`config.mk`:
```
export PLATFORM = sky130hd
export DESIGN_NAME = clk_div_sched
export DESIGN_NICKNAME = d
export VERILOG_FILES = /design/src/rtl/clk_div_sched.sv
export SDC_FILE = /design/constraint.sdc
export NUM_CORES = 1
export LEC_CHECK = 0
export CORE_ASPECT_RATIO = 0.75
export CORE_MARGIN = 4
export CORE_UTILIZATION = 45
export DETAILED_ROUTE_END_ITERATION = 12
export PLACE_DENSITY_LB_ADDON = 0.25
export RECOVER_POWER = 50
export SYNTH_ARGS = -nofsm -noshare
export SYNTH_HDL_FRONTEND = slang
export SYNTH_SLANG_ARGS = --single-unit
```
`constraint.sdc`:
```
create_clock -name clk -period 2.3 [get_ports clk]
set_input_delay 0.69 -clock clk [delete_from_list [all_inputs] [get_ports clk]]
set_output_delay 0.69 -clock clk [all_outputs]
set_load 0.02 [all_outputs]
```
`src/rtl/clk_div_sched.sv`:
```
// clk_div_sched: run-controlled, reprogrammable 50%-duty clock divider.
// Produces a registered divided clock plus one-cycle rise/fall strobes for
// logic in the clk domain. Start, stop and ratio changes take effect only
// at safe points, so clk_out never glitches or produces a runt high phase.
// Ratio changes requested while running are held and applied at the next
// period boundary, which is the fall toggle.
// Optional build macro CLK_DIV_SCHED_PERIOD_CNT_EN adds a saturating 16-bit
// period counter (period_cnt) with a synchronous clear input (period_clr).
//
// state    | meaning
// ---------+-------------------------------------------------------------
// IDLE     | output parked low, counter cleared, ratio loads directly
// RUN      | dividing; ratio changes are held pending until a fall toggle
// STOPPING | run dropped while high; finish the high phase, then go IDLE
module clk_div_sched #(
    parameter int CNT_W       = 8,
    parameter int DEFAULT_DIV = 4
) (
    input  logic             clk,
    input  logic             reset,
    input  logic             run,
    input  logic             cfg_valid,
    input  logic [CNT_W-1:0] cfg_div,
    output logic             cfg_ready,
    output logic             cfg_err,
    output logic             clk_out,
    output logic             rise_stb,
    output logic             fall_stb,
    output logic [CNT_W-1:0] div_active,
`ifdef CLK_DIV_SCHED_PERIOD_CNT_EN
    input  logic             period_clr,
    output logic [15:0]      period_cnt,
`endif
    output logic             busy
);

    typedef enum logic [1:0] {
        IDLE     = 2'd0,
        RUN      = 2'd1,
        STOPPING = 2'd2
    } state_t;

    localparam logic [CNT_W-1:0] DEF_DIV = CNT_W'(DEFAULT_DIV);

    state_t           state_q, state_d;
    logic [CNT_W-1:0] cnt_q, cnt_d;
    logic             clk_out_q, clk_out_d;
    logic             rise_stb_q, rise_stb_d;
    logic             fall_stb_q, fall_stb_d;
    logic             cfg_err_q, cfg_err_d;
    logic [CNT_W-1:0] div_active_q, div_active_d;
    logic             pend_valid_q, pend_valid_d;
    logic [CNT_W-1:0] pend_div_q, pend_div_d;

    logic [CNT_W-1:0] half_m1;
    logic             toggle;
    logic             fall_tog;
    logic             accept;
    logic             ratio_ok;
    logic             to_idle;

    // Half-period terminal count and request qualification
    assign half_m1  = (div_active_q >> 1) - CNT_W'(1);
    assign toggle   = (state_q != IDLE) && (cnt_q == half_m1);
    assign fall_tog = toggle && clk_out_q;
    assign accept   = cfg_valid && !pend_valid_q;
    assign ratio_ok = !cfg_div[0] && (cfg_div >= CNT_W'(2));
    assign to_idle  = (state_q != IDLE) && (state_d == IDLE);

    // State register
    always_ff @(posedge clk or posedge reset) begin
        if (reset) begin
            state_q <= IDLE;
        end else begin
            state_q <= state_d;
        end
    end

    // Next-state: stopping in the low phase is immediate, in the high phase
    // it waits for the fall toggle so the high phase is never cut short
    always_comb begin
        state_d = state_q;
        case (state_q)
            IDLE: begin
                if (run) state_d = RUN;
            end
            RUN: begin
                if (!run) begin
                    if (!clk_out_q || fall_tog) state_d = IDLE;
                    else                        state_d = STOPPING;
                end
            end
            STOPPING: begin
                if (run)           state_d = RUN;
                else if (fall_tog) state_d = IDLE;
            end
            default: state_d = IDLE;
        endcase
    end

    // Output/datapath: counter, toggle, strobes and ratio scheduling
    always_comb begin
        cnt_d        = cnt_q;
        clk_out_d    = clk_out_q;
        rise_stb_d   = 1'b0;
        fall_stb_d   = 1'b0;
        div_active_d = div_active_q;
        pend_valid_d = pend_valid_q;
        pend_div_d   = pend_div_q;
        cfg_err_d    = accept && !ratio_ok;

        if (state_q == IDLE) begin
            cnt_d     = '0;
            clk_out_d = 1'b0;
        end else if (to_idle) begin
            // a rise due this cycle is suppressed; a fall still strobes
            cnt_d      = '0;
            clk_out_d  = 1'b0;
            fall_stb_d = clk_out_q;
            if (pend_valid_q) begin
                div_active_d = pend_div_q;
                pend_valid_d = 1'b0;
            end
        end else if (toggle) begin
            cnt_d      = '0;
            clk_out_d  = !clk_out_q;
            rise_stb_d = !clk_out_q;
            fall_stb_d = clk_out_q;
            if (clk_out_q && pend_valid_q) begin
                div_active_d = pend_div_q;
                pend_valid_d = 1'b0;
            end
        end else begin
            cnt_d = cnt_q + CNT_W'(1);
        end

        // a request accepted at or after the final edge into IDLE loads
        // directly; otherwise it waits for a later fall toggle
        if (accept && ratio_ok) begin
            if (state_q == IDLE || to_idle) begin
                div_active_d = cfg_div;
            end else begin
                pend_valid_d = 1'b1;
                pend_div_d   = cfg_div;
            end
        end
    end

    // Datapath registers
    always_ff @(posedge clk or posedge reset) begin
        if (reset) begin
            cnt_q        <= '0;
            clk_out_q    <= 1'b0;
            rise_stb_q   <= 1'b0;
            fall_stb_q   <= 1'b0;
            cfg_err_q    <= 1'b0;
            div_active_q <= DEF_DIV;
            pend_valid_q <= 1'b0;
            pend_div_q   <= '0;
        end else begin
            cnt_q        <= cnt_d;
            clk_out_q    <= clk_out_d;
            rise_stb_q   <= rise_stb_d;
            fall_stb_q   <= fall_stb_d;
            cfg_err_q    <= cfg_err_d;
            div_active_q <= div_active_d;
            pend_valid_q <= pend_valid_d;
            pend_div_q   <= pend_div_d;
        end
    end

`ifdef CLK_DIV_SCHED_PERIOD_CNT_EN
    logic [15:0] period_cnt_q, period_cnt_d;

    // Completed-period counter: clear wins, otherwise count falls, saturating
    always_comb begin
        period_cnt_d = period_cnt_q;
        if (period_clr) begin
            period_cnt_d = '0;
        end else if (fall_stb_d && (period_cnt_q != 16'hFFFF)) begin
            period_cnt_d = period_cnt_q + 16'd1;
        end
    end

    // Period counter register
    always_ff @(posedge clk or posedge reset) begin
        if (reset) begin
            period_cnt_q <= '0;
        end else begin
            period_cnt_q <= period_cnt_d;
        end
    end

    assign period_cnt = period_cnt_q;
`endif

    assign cfg_ready  = !pend_valid_q;
    assign cfg_err    = cfg_err_q;
    assign clk_out    = clk_out_q;
    assign rise_stb   = rise_stb_q;
    assign fall_stb   = fall_stb_q;
    assign div_active = div_active_q;
    assign busy       = (state_q != IDLE);

endmodule

```
# After elaboration in Yosys (flattened, before gate mapping)
# Index checks and enable logic that the tools add are counted.
# totals
ff_bits,31
in_bits,12
out_inout_bits,14
word_cells,66
# op_classes
n_addsub,2
order_cmp,1
n_eq_ne,3
mux,31
bitwise_logic,1
n_reduce_logical,19
# op_table
cell,n
8-bit two-way mux,10
1-bit two-way mux,15
2-bit two-way mux,5
"8-bit by 1-bit adder with 8-bit output, second input constant",1
8-bit equality test,1
"8-bit by 2-bit greater-or-equal comparator with 1-bit output, second input constant",1
1-bit logical AND,8
"7-bit by 1-bit subtractor with 8-bit output, second input constant",1
2-bit one-hot mux with 3 select lines,1
1-bit logical NOT,4
2-bit logical NOT,2
3-bit nonzero test,1
"2-bit by 1-bit equality test with 1-bit output, second input constant",1
"2-bit equality test, second input constant",1
1-bit logical OR,2
2-bit AND reduction,1
2-bit nonzero test,1
1-bit inverter,1

# Logic depth before layout (Yosys ltp)
# Gate-level depths: netlist (run 1).
# depth
depth_word,14
depth_mapped,10

# Least setup slack after synthesis (run 1)
# OpenSTA, ideal clock, no wires.
# synth_timing
path_type,register to register
start,register div_active_q[2] (netlist: div_active[2])
end,register div_active_q[0] (netlist: div_active[0])
setup_time_ps,122
arrival_ps,2390
required_time_ps,2178
path_slack_ps,-212
stages_incl_launch_ff,11
path_buffers,1
synth_period_minus_slack_ps,2512
path_cell_list,dfstp_2 -> inv_1 -> ha_1 -> nor2b_1 -> or3_4 -> a31oi_4 -> nand4_2 -> buf_6 -> o31a_1 -> a21o_1 -> a32o_1
# synth_between
elab_chain_cells,14
elab_cells_between_ends,18
# synth_rtl
item,line_no,rtl
from (decl),51,"logic [CNT_W-1:0] div_active_q, div_active_d;"
from (signal assigned),166,div_active_q <= div_active_d;
7-bit by 1-bit subtractor with 8-bit output *,63,assign half_m1 = (div_active_q >> 1) - CNT_W'(1);
8-bit equality test *,64,assign toggle = (state_q != IDLE) && (cnt_q == half_m1);
1-bit logical AND *,64,
1-bit logical AND,65,assign fall_tog = toggle && clk_out_q;
1-bit logical OR,89,if (!clk_out_q || fall_tog) state_d = IDLE;
2-bit two-way mux,89,
2-bit two-way mux,88,if (!run) begin
2-bit one-hot mux with 3 select lines,83,case (state_q)
2-bit logical NOT,68,assign to_idle = (state_q != IDLE) && (state_d == IDLE);
1-bit logical AND,68,
8-bit two-way mux,115,end else if (to_idle) begin
8-bit two-way mux,112,if (state_q == IDLE) begin
8-bit two-way mux,140,if (state_q == IDLE || to_idle) begin
8-bit two-way mux *,139,if (accept && ratio_ok) begin
named net div_active_d[0],51,
# The timed path passes the listed nets; every way through them passes the cells marked *.
# A chain may end at the register's enable or synchronous reset.

# Worst setup path after layout (run 1)
# layout_timing
start,register div_active_q[2] (netlist: div_active[2])
end,register div_active_q[5] (netlist: div_active[5])
# The elaborated chain is that of the path after synthesis.

==> results, run 1 <==
- The flow ran to the end, but the final reports show violations.
- The checks that failed: negative setup slack.
- Across all register-to-register paths, the minimum setup slack is -0.09 ns.
- The most numerous cell in the Yosys netlist is dfrtp_1.
- For this block, the via count after detailed routing is 1,536.
- In this run the clock root is driven by a clkbuf_8.
- The final design instance area without fill is 2500 um2.
- IR analysis of the VDD net gives a maximum drop of 626 uV.
- Adding up every negative setup slack in the final design gives -0.806 ns.
- For this run, design rule violations remaining after detail routing come to 0.
- In this run the most critical hold path is launched from div_active[0]$_DFF_PP0_.
- Using the TritonRoute via totals, the vias-per-cell ratio works out to 5.35.
- After clock tree synthesis, the clock-pin slew on the worst setup and hold paths is 0.07 ns.
- The number of global-route vias before repair was 1,578.
- The headroom to the max-slew limit is 49.9%.
- The final layout contains routed wiring with a total length of 4.29 mm.
- Counting instances, the worst hold path has a depth of 1.
- Setup repair after global routing could not meet its margin everywhere.
- The count of maximum capacitance violations is 0.
- In this run, synthesis produced a sequential element count of 31.
- The total of hold buffers inserted after clock tree synthesis is 0.
- Global routing consumed, over all layers together, about a fifth of the routing resources.
- The instance area after placement is 2270 um2.
- By startpoint and endpoint, the worst setup path is classified as reg -> reg.
- The initialized floorplan defines 19 standard-cell rows.
- STA puts the critical path data required time at around 2.5 ns.
- After synthesis, flip-flops and latches occupy 45.1% of the total area.
- Timing would allow up to 419 MHz.
- The total half-perimeter wirelength after legalization and detailed placement is 3.07 mm.
- The count of unique library cells instantiated by Yosys is 48.
- The length in cells of the worst reg-to-reg path is 11.
- The worst-case setup margin in the final layout is -0.0886 ns.
- Of all cell types, the one taking the most synthesized area is dfrtp_1.
- The worst clock skew is 0.00523 ns.
- The area growth from synthesis to layout is 45.0%.
- Fill cells in the final layout number 293.
- The die covers 4890 um2.
- Entering global routing, the biggest net connects 32 pins.
- At the worst endpoint, the arrival time is 2.60 ns.
- Of all nets on the critical path, the largest fanout is 10.
- The area inside the core boundary is 3660 um2.
- The chip width is 79.4 um.
- The first TritonRoute pass finished after 4 iterations.
- Counting flops with a built-in enable in the synthesized netlist gives 0.
- The setup violation total in the final timing report is 14.
- For this design, the sink count on the clock tree is 31.
- Of the post-synthesis cell area, the dominant cell type holds 43.6%.
- Counting flops with an async set or reset pin after synthesis yields a share of 100%.
- The post-synthesis cell area is roughly 1700 um2.
- The count of endpoints failing hold in the final timing report is 0.
- In the final routed layout, each cell accounts on average for 14.9 um.
- In the final layout, the share of cells above drive strength 1 is 29.8%.
- The number of nets at the end of the flow is 248.
- The most instantiated flip-flop cell in the synthesis netlist is dfrtp_1.
- The analysis attributes to cell leakage a power of 1.13 nW.
- The class of the most critical hold timing path is reg -> reg.
- The later-pin clock latency in the skew report is 0.28 ns.
- The number of antenna violations at the first check in global routing is 0.
- Dividing total power by cell area gives a power density of about 780 nW/um2.
- Measured along the y axis, the die boundary spans ~60 um.
- The worst register-to-register path begins at div_active[2]$_DFF_PP1_.
- 0 antenna diodes ended up in the layout.
- The first global-routing pass estimated 6.95 mm of wire.
- By count the netlist is led by dfrtp_1, nor2_1, nand2_1, inv_1.
- For this configuration, the core starts out at a cell density of 47.0%.
- The overflow left after global routing is 0.
- The count of final max-slew check failures is 0.
- The path with the worst hold slack has its endpoint at div_active[0]$_DFF_PP0_.
- STA classifies the critical path startpoint as a register.
- The endpoint identified for the worst register-to-register timing path is div_active[5]$_DFF_PP0_.
- The synthesis warning total is 0.
- The weighted congestion reported at the end of routability-driven placement is 0.845.
- Synthesis produced a netlist whose cell count is 173.
- The post-detailed-route count of antenna-violating nets is 0.
- Yosys attributes the largest share of cell area to dfrtp_1, xor2_1, mux2_2.
- In this run the tool buffered the top-level ports with 25 buffer cells.
- The actual transition at the worst max-transition pin is between 0.7 and 0.8 ns.
- TritonCTS built the clock tree.
- The number of buffers created by CTS is 5.
- The number of buffers between clock root and the deepest sink is 2.
- The sort of element at the end of the critical path is a register.
- In this run, the number of DRC markers left after iteration 0 of detailed routing was 69.
- 26 I/O pins were placed.
- Hold is met by 0.502 ns.
- The shortest period the worst path allows is 2.39 ns.
- The net count after synthesis is 187.
- In this run the mean area of a mapped cell was 9.95 um2.
- After layout, the worst path uses 104% of the clock period.
- The number of H-tree levels is 2.
-- worst max-delay path: stages (launching register included) --
cell and delay (ns):
dfstp_2 0.54, inv_2 0.04, ha_4 0.15, nor2b_4 0.12, or3_4 0.34, a31oi_4 0.18, buf_6 0.12, nand4_1 0.18
a21oi_1 0.28, buf_4 0.20, nand2_1 0.08, o21ai_1 0.07
-- where the power goes --
group | total (mW) | switching (mW) | internal, mW
Combinational | 0.693 | 0.325 | 0.368
Clock | 0.551 | 0.201 | 0.350
Sequential | 0.714 | 0.0879 | 0.626
Total | 1.96 | 0.614 | 1.34
-- layout make-up --
type | instances | area, um2 | share of cell area (%)
multi-input combinational | 128 | 993 | 39.8
sequential | 31 | 777 | 31.1
inverter | 10 | 37.5 | 1.50
clock buffer | 6 | 82.6 | 3.31
clock inverter | 2 | 35.0 | 1.40
timing repair buffer | 58 | 505 | 20.3
tap | 52 | 65.1 | 2.61
-- flip-flops by register name (all words and copies together), names as in the netlist, named ones only --
register and flops:
pend_div_q 8, state_q 2, cfg_err 1, div_active 8, fall_stb 1, clk_out 1
rise_stb 1, cnt_q 8
-- metrics by stage --
stage | total power [mW] | utilization (%) | cells | setup slack (ns)
global route | 2.07 | 68.2 | 287 | -0.174
floorplan | 1.07 | - | 173 | -0.118
CTS | 1.93 | 66.4 | 285 | -0.0610
detailed placement | 1.35 | 61.9 | 276 | -0.145
global placement | 1.32 | 61.9 | 276 | -0.119
finish | 1.96 | 68.2 | 287 | -0.0886
-- layer usage --
layer  GRT usage, %  vias to the layer above  share of wire, %
li1               -                      744                 -
met1           22.3                      752                47
met2           32.3                       36                49
met3           4.97                        4               3.6
met4           8.09                        0              0.98
met5              0                        -                 0
-- worst max path at each step --
stage                                 start  cells past startpoint                        end
finish              div_active[2]$_DFF_PP1_                     11    div_active[5]$_DFF_PP0_
global route        div_active[2]$_DFF_PP1_                     11    div_active[1]$_DFF_PP0_
CTS                 div_active[2]$_DFF_PP1_                     11    div_active[6]$_DFF_PP0_
detailed placement               cfg_div[6]                      6  pend_div_q[4]$_DFFE_PP0P_
global placement                 cfg_div[6]                      6  pend_div_q[1]$_DFFE_PP0P_
floorplan           div_active[2]$_DFF_PP1_                     10    div_active[0]$_DFF_PP0_
-- cells in the final DEF, fill, tap and decap left out, drive strengths merged, types with 2 or more instances in the layout --
| master | Yosys | layout |
|---|---|---|
| buf | 2 | 32 |
| dfrtp | 30 | 30 |
| clkdlybuf4s50 | 0 | 23 |
| nor2 | 15 | 15 |
| nand2 | 12 | 12 |
| o21ai | 12 | 12 |
| inv | 10 | 10 |
| xor2 | 8 | 8 |
| a21oi | 7 | 7 |
| clkbuf | 2 | 7 |
| mux2 | 6 | 6 |
| xnor2 | 5 | 5 |
| mux2i | 5 | 5 |
| nor3 | 5 | 5 |
| nand3 | 4 | 4 |
| and3 | 4 | 4 |
| o211ai | 4 | 4 |
| nor4 | 4 | 4 |
| or3 | 3 | 3 |
| nor2b | 3 | 3 |
| nand4 | 3 | 3 |
| o21a | 2 | 2 |
| or2 | 2 | 2 |
| a21o | 2 | 2 |
| o31a | 2 | 2 |
| nand2b | 2 | 2 |
| a31oi | 2 | 2 |
| ha | 2 | 2 |
-- timing repair --
action / CTS / global route
gates resized for setup: 8 / 16
endpoints found under the setup margin: 15 / 17
buffers inserted: 1 / 2
pin swaps: 3 / 2
-- kinds of logic (layout without fill, tap and decap cells) --
| family | Yosys count | after routing | synth area share [%] |
|---|---|---|---|
| xor gates and xnor gates | 13 | 13 | 6.61 |
| adders and majority gates | 3 | 3 | 2.03 |
| and+or+nand+nor | 62 | 62 | 19.4 |
| muxes | 11 | 11 | 6.83 |
| buffers and inverters | 14 | 76 | 3.56 |
| AOI/OAI and AO/OA | 39 | 39 | 16.4 |
| DFF | 31 | 31 | 45.1 |
(Power assumes the default switching activity.)
==> run 2: changes to the inputs <==
--- a/config.mk
+++ b/config.mk
@@ -8,7 +8,9 @@
 export CORE_ASPECT_RATIO = 0.75
 export CORE_MARGIN = 4
 export CORE_UTILIZATION = 45
+export CTS_BUF_LIST = sky130_fd_sc_hd__clkbuf_2
 export DETAILED_ROUTE_END_ITERATION = 12
+export GPL_ROUTABILITY_DRIVEN = 0
 export PLACE_DENSITY_LB_ADDON = 0.25
 export RECOVER_POWER = 50
 export SYNTH_ARGS = -nofsm -noshare
==> run 2 against run 1 <==
  * Routed wire length grew 2.5%
  * Core utilization shrank 0.48 points
  * Cell count shrank 0.35%
  * Combinational power grew 1%
  * Critical path depth shrank 1
  * Final area shrank 0.70%
  * Global-route usage shrank 0.51 points
  * Hold slack gained 0.020 ns
  * Sequential power is essentially flat
  * The flow still finishes with violations (negative setup slack)
  * Clock power shrank 31%
  * Highest routed layer unchanged
  * Power shrank 8.2%
  * Largest cell class unchanged
==> results, run 2 (synthesis gave the netlist of run 1 again) <==
- The DRC violation count after routing came to 0 (unchanged).
- The switching power as a share of total power is 34.9% (was 31.3%).
- The post-detailed-route count of antenna-violating nets is 0 (unchanged).
- The peak ir drop on the vdd network is 473 uV (was 626 uV).
- The number of antenna violations at the first check in global routing is 0 (unchanged).
- The shortest period the worst path allows came to 2.46 ns (was 2.39 ns).
- The later-pin clock latency in the skew report was 0.39 ns (was 0.28 ns).
- The routing layer with the top usage in global route is met2 (unchanged).
- The die outline height is 61.6 um (unchanged).
- The maximum net fanout on the critical path is 7 (was 10).
- The starting density of the core came to 47.0% (unchanged).
- The area growth from synthesis to layout is 44.0% (was 45.0%).
- The actual transition at the worst max-transition pin was 0.759 ns (was 0.751 ns).
- The ratio of total power to cell area is 725 nW/um2 (was 784 nW/um2).
- The wire length of the first global-routing pass is 6.82 mm (was 6.95 mm).
- The total internal power is 1.17 mW (was 1.34 mW).
- The part of the total power dissipated in sequential elements is 39.9% (was 36.5%).
- The number of H-tree levels is 2 (unchanged).
- The worst clock skew is 0.0151 ns (was 0.00523 ns).
- The count of vias placed by the detailed router is 1,562 (was 1,536).
- The met2 demand-to-capacity share in global routing is 30.6% (was 32.3%).
- The headroom to the max-slew limit was 49.4% (was 49.9%).
- The CTS tree is yes (unchanged).
- The sort of element at the end of the critical path is a register (unchanged).
- The worst endpoint data arrival time is 2.76 ns (was 2.60 ns).
- The final design instance area without fill came to 2480 um2 (was 2500 um2).
- The class of the most critical hold timing path was reg -> reg (unchanged).
- The number of buffers between clock root and the deepest sink came to 2 (unchanged).
- The number of top-level pins is 26 (unchanged).
- The count of endpoints failing hold in the final timing report is 0 (unchanged).
- The number of global-route vias before repair is 1,458 (was 1,578).
- The startpoint kind of the worst setup timing path is a register (unchanged).
- The total leakage power is 1.13 nW (about the same).
- The ratio of routed vias to standard cells came to 5.46 (was 5.35).
- The count of maximum capacitance violations is 0 (unchanged).
- The clock-pin slew on the worst setup and hold paths is 0.17 ns (was 0.07 ns).
- Highest-count cells in the layout ignoring fill and taps: dfrtp_1, buf_4, clkdlybuf4s50_1 (unchanged).
- The highest attainable clock frequency is 407 MHz (was 419 MHz).
- The chip width is 79.4 um (unchanged).
- The wire length after detailed routing came to 4.39 mm (was 4.29 mm).
- The total half-perimeter wirelength after legalization and detailed placement is 3.08 mm (was 3.07 mm).
- The setup violation total in the final timing report came to 15 (was 14).
- The count of final max-slew check failures is 0 (unchanged).
- Violated checks: negative setup slack (unchanged).
- The required time at the worst-slack endpoint is 2.60 ns (was 2.51 ns).
- The number of inserted diodes is 0 (unchanged).
- The total of buffers placed on input and output ports is 25 (unchanged).
- The pin count of the biggest net entering global routing is 32 (unchanged).
- The overflow left after global routing is 0 (unchanged).
- The type of the setup path with the least slack is reg -> reg (unchanged).
- The final core utilization is 67.7% (was 68.2%).
- The met1 track utilization from global routing is 24.0% (was 22.3%).
- The area of the die was 4890 um2 (unchanged).
- The instance area after placement came to 2260 um2 (was 2270 um2).
- The layout cell share with drive strength beyond 1 is 30.3% (was 29.8%).
- The final worst hold slack is 0.522 ns (was 0.502 ns).
- The worst-case setup slack after placement is -0.154 ns (was -0.145 ns).
- The number of nets at the end of the flow is 247 (was 248).
- The number of buffers created by CTS is 5 (unchanged).
- The met3 track demand over resource in global routing was 4.24% (was 4.97%).
- The root buffer cell is clkbuf_2 (was clkbuf_8).
- Status: finished with violations (unchanged).
- The global-route total usage across every layer is 18.1% (was 18.6%).
- The combinational fraction of design power came to 39.0% (was 35.4%).
- The standard-cell row count is 19 (unchanged).
- The total iterations of the first detailed-routing run came to 4 (unchanged).
- The clock network power share is 21.1% (was 28.1%).
- The clock sink count is 31 (unchanged).
- The switching power of the nets is 0.626 mW (was 0.614 mW).
- The post-route fraction of the period consumed by the critical path is 107% (was 104%).
- Setup repair after global routing missed its margin: yes (unchanged).
- The worst-case setup margin in the final layout came to -0.157 ns (was -0.0886 ns).
- The violation count after the first detailed-routing iteration is 66 (was 69).
- The area inside the core boundary was 3660 um2 (unchanged).
- The wire length per cell after detailed routing was 15.4 um (was 14.9 um).
==> run 2: timing repair <==
item                                    CTS  global route
pin swaps                                 7             7
hold buffers                              0             0
endpoints found under the setup margin   18            28
resized for setup                        14            20
setup buffers                             2             2
==> run 2: area by class of cell <==
cell class                 count  area, um2
fill                         293       1180
multi-input combinational    128       1030
sequential                    31        781
timing repair buffer          57        499
tap                           52       65.1
clock inverter                 3       38.8
inverter                      10       37.5
clock buffer                   5       25.0
==> run 2: worst paths after layout <==
path                                         startpoint  cells past startpoint  slack [ns]                   endpoint
min in group asynchronous                         reset                      3        0.93         cnt_q[7]$_DFF_PP0_
max in group asynchronous                         reset                      3        0.84       state_q[0]$_DFF_PP0_
worst max-delay path            div_active[2]$_DFF_PP1_                     10       -0.16  pend_div_q[5]$_DFFE_PP0P_
worst min-delay path                 cnt_q[0]$_DFF_PP0_                      1        0.52         cnt_q[0]$_DFF_PP0_
worst max register to register  div_active[2]$_DFF_PP1_                     10       -0.16  pend_div_q[5]$_DFFE_PP0P_
worst min register to register       cnt_q[0]$_DFF_PP0_                      1        0.52         cnt_q[0]$_DFF_PP0_
==> run 2: power groups by stage <==
stage	registers, mW	clock network (mW)	logic, mW
floorplan	0.746	0	0.320
global placement	0.713	0	0.611
detailed placement	0.721	0	0.629
CTS	0.710	0.377	0.660
global route	0.729	0.405	0.754
finish	0.717	0.378	0.701
==> run 2: critical path, stage by stage, from the launching register on <==
cell and delay (ns):
dfstp_2 0.57, inv_2 0.04, ha_4 0.15, nor2b_4 0.12, or3_4 0.34, a31oi_4 0.19
buf_6 0.13, nand4_1 0.14, buf_4 0.19, nand3b_4 0.14, mux2_2 0.35
==> run 2: metal layers <==
layer	vias to the layer above	part of all wire, %	wire length (um)
li1	743	-	-
met1	764	46	2020
met2	46	47	2080
met3	9	5.4	239
met4	0	1.2	54
met5	-	0	0
==> run 2: through the flow <==
step                      cells  TNS (ns)  total power, mW
after global placement      275     -1.17             1.32
after detailed placement    275     -1.75             1.35
after CTS                   285     -1.05             1.75
final                       286     -1.30             1.80
after floorplan             173    -0.123             1.07
after global routing        286     -2.84             1.89
==> run 3: changes to the inputs <==
--- a/config.mk
+++ b/config.mk
@@ -10,6 +10,7 @@
 export CORE_UTILIZATION = 45
 export CTS_BUF_LIST = sky130_fd_sc_hd__clkbuf_2
 export DETAILED_ROUTE_END_ITERATION = 12
+export DONT_BUFFER_PORTS = 1
 export GPL_ROUTABILITY_DRIVEN = 0
 export PLACE_DENSITY_LB_ADDON = 0.25
 export RECOVER_POWER = 50
==> constraint.sdc (replaced) <==
create_clock -name clk -period 2.3 [get_ports clk]
set_input_delay 0.23 -clock clk [delete_from_list [all_inputs] [get_ports clk]]
set_output_delay 0.23 -clock clk [all_outputs]
set_load 0.02 [all_outputs]
==> run 3 against run 2 <==
  * Critical path depth fell by 1
  * Die area unchanged
  * Core utilization shrank 6.7 points
  * The flow finishes with violations (max-capacitance violations, max-slew violations, negative setup slack)
  * First-iteration DRC count up 64%
  * Sequential share of layout area grew 3.3 points
==> results, run 3 (synthesis gave the netlist of run 1 again) <==
- Status: finished with violations (unchanged).
- Violated checks: max-capacitance violations, max-slew violations, negative setup slack (was negative setup slack).
- The later-pin clock latency in the skew report came to 0.36 ns (was 0.39 ns).
- The count of maximum capacitance violations came to 1 (was 0).
- The switching power of the nets is 0.609 mW (was 0.626 mW).
- The headroom to the max-slew limit is -7.67% (was 49.4%).
- The starting density of the core is 47.0% (unchanged).
- The area growth from synthesis to layout is 29.7% (was 44.0%).
- The clock network power share is 21.7% (was 21.1%).
- The number of top-level pins is 26 (unchanged).
- The wire length per cell after detailed routing came to 16.8 um (was 15.4 um).
- The class of the most critical hold timing path is in -> reg (was reg -> reg).
- The total iterations of the first detailed-routing run was 4 (unchanged).
- The ratio of total power to cell area is 766 nW/um2 (was 725 nW/um2).
- The worst clock skew is 0.0147 ns (was 0.0151 ns).
- The CTS tree is yes (unchanged).
- The total power after layout was 1.71 mW (was 1.80 mW).
- The post-detailed-route count of antenna-violating nets is 0 (unchanged).
- The count of endpoints failing hold in the final timing report was 0 (unchanged).
- The type of the setup path with the least slack was reg -> reg (unchanged).
- The worst-case setup margin in the final layout is -0.0551 ns (was -0.157 ns).
- The final worst hold slack is 0.0749 ns (was 0.522 ns).
- The chip width is 79.4 um (unchanged).
- The DRC violation count after routing is 0 (unchanged).
- The highest attainable clock frequency is 425 MHz (was 407 MHz).
- The number of global-route vias before repair is 1,425 (was 1,458).
- The number of antenna violations at the first check in global routing is 0 (unchanged).
- The post-route fraction of the period consumed by the critical path was 102% (was 107%).
- The final setup TNS is -0.203 ns (was -1.30 ns).
- The count of vias placed by the detailed router was 1,433 (was 1,562).
- The worst-case setup slack after placement is -0.0873 ns (was -0.154 ns).
- The pin count of the biggest net entering global routing is 32 (unchanged).
- The total internal power was 1.10 mW (was 1.17 mW).
- The total half-perimeter wirelength after legalization and detailed placement came to 2.89 mm (was 3.08 mm).
- The number of H-tree levels is 2 (unchanged).
- The total of buffers placed on input and output ports is 0 (was 25).
- The part of the total power dissipated in sequential elements is 41.7% (was 39.9%).
- The global-route total usage across every layer came to 18.1% (about the same).
- The wire length after detailed routing is 4.34 mm (was 4.39 mm).
- The standard-cell row count is 19 (unchanged).
- The critical register-to-register path startpoint was div_active[2]$_DFF_PP1_ (unchanged).
- The number of nets at the end of the flow is 220 (was 247).
- The ratio of routed vias to standard cells is 5.53 (was 5.46).
- The maximum net fanout on the critical path is 7 (unchanged).
- The number of inserted diodes came to 0 (unchanged).
- The area inside the core boundary is 3660 um2 (unchanged).
- The combinational fraction of design power came to 36.6% (was 39.0%).
- The count of final max-slew check failures is 32 (was 0).
- The clock-pin slew on the worst setup and hold paths is 0.17 ns (about the same).
- The actual transition at the worst max-transition pin is 1.62 ns (was 0.759 ns).
- The number of buffers created by CTS is 5 (unchanged).
- The peak ir drop on the vdd network is 609 uV (was 473 uV).
- The layout cell share with drive strength beyond 1 is 28.0% (was 30.3%).
- The total leakage power came to 1.01 nW (was 1.13 nW).
- The required time at the worst-slack endpoint was 2.57 ns (was 2.60 ns).
- The most frequent standard cell in the layout excluding fill and tap cells is dfrtp_1.
- Setup repair after global routing missed its margin: yes (unchanged).
- The worst endpoint data arrival time is 2.62 ns (was 2.76 ns).
- The overflow left after global routing is 0 (unchanged).
- The switching power as a share of total power is 35.6% (was 34.9%).
- The startpoint of the most critical hold path is cfg_div[3] (was cnt_q[0]$_DFF_PP0_).
- Highest-count cells in the layout ignoring fill and taps: dfrtp_1, nor2_1, buf_4 (was dfrtp_1, buf_4, clkdlybuf4s50_1).
- The startpoint kind of the worst setup timing path is a register (unchanged).
- The number of buffers between clock root and the deepest sink is 2 (unchanged).
- The sort of element at the end of the critical path was a register (unchanged).
- The setup violation total in the final timing report is 10 (was 15).
- The worst-case register-to-register setup slack is -0.06 ns (was -0.16 ns).
- The area of the die is 4890 um2 (unchanged).
- The violation count after the first detailed-routing iteration is 108 (was 66).
- The root buffer cell is clkbuf_2 (unchanged).
- The launching instance or port of the critical path is div_active[2]$_DFF_PP1_ (unchanged).
- The die outline height is 61.6 um (unchanged).
- The clock sink count is 31 (unchanged).
- The shortest period the worst path allows is 2.36 ns (was 2.46 ns).
- The wire length of the first global-routing pass is 6.76 mm (was 6.82 mm).
run 3: cell count changes in the layout (fill, tap and decap cells not counted), moves of 2 or more:
| cell | previous run | this run |
|---|---|---|
| clkdlybuf4s50_1 | 21 | 0 |
| dlygate4sd3_1 | 1 | 11 |
| buf_4 | 27 | 13 |
| o21ai_2 | 0 | 2 |
| nand2_1 | 11 | 8 |
| dfrtp_2 | 3 | 0 |
| nor4_1 | 2 | 4 |
| nand2_4 | 0 | 2 |
| dlygate4sd2_1 | 3 | 0 |
| dfrtp_1 | 27 | 30 |
| nor4_4 | 2 | 0 |
run 3: worst max-delay path: stages, from the launching register on:
cell and delay [ns]:
dfstp_2 0.57, inv_2 0.04, ha_4 0.15, nor2b_4 0.12, or3_4 0.34, a31oi_4 0.23, nand4_4 0.18, o31a_1 0.28
a21o_1 0.15, a32o_1 0.21
run 3: repair_timing:
action / 4_1_cts / 5_1_grt
gates cloned: 0 / 1
setup buffers: 1 / 3
endpoints found under the hold margin: 44 / 4
hold buffers: 8 / 3
setup endpoints to repair: 14 / 28
gates resized for setup: 6 / 27
pin swaps: 3 / 11
run 3: final timing paths:
| path | depth (start not counted) | end |
|---|---|---|
| max reg2reg | 9 | div_active[0]$_DFF_PP0_ |
| min reg2reg | 1 | cnt_q[0]$_DFF_PP0_ |
| max in group asynchronous | 3 | cnt_q[1]$_DFF_PP0_ |
| min | 2 | div_active[3]$_DFF_PP0_ |
| min in group asynchronous | 3 | div_active[6]$_DFF_PP0_ |
| max | 9 | div_active[0]$_DFF_PP0_ |
run 3: per-layer routing:
metal	share of wire, %	vias up	wire length (um)	track usage (%)
met1	44	689	1890	23.5
met2	49	41	2140	29.5
met4	1.1	0	49	6.13
li1	-	694	-	-
met5	0	-	0	0
met3	6.1	9	267	5.56
run 3: metrics by stage:
stage / utilization, % / area [um2] / cells
floorplan: - / 1750 / 173
global route: 61.0 / 2230 / 259
finish: 61.0 / 2230 / 259
global placement: 51.8 / 1900 / 235
detailed placement: 51.8 / 1900 / 235
CTS: 56.8 / 2080 / 252
run 3: final cells by class:
class	count	area, um2
Fill cell	307	1430
Clock inverter	3	38.8
Inverter	10	37.5
Timing Repair Buffer	30	268
Multi-Input combinational cell	128	1020
Sequential cell	31	777
Clock buffer	5	25.0
Tap cell	52	65.1
run 3: power groups by stage:
stage	Sequential (mW)	Combinational, mW	Clock, mW
after floorplan	0.746	0.320	0
after global placement	0.713	0.492	0
after detailed placement	0.716	0.511	0
after CTS	0.707	0.548	0.381
after global routing	0.728	0.671	0.407
final	0.713	0.626	0.371
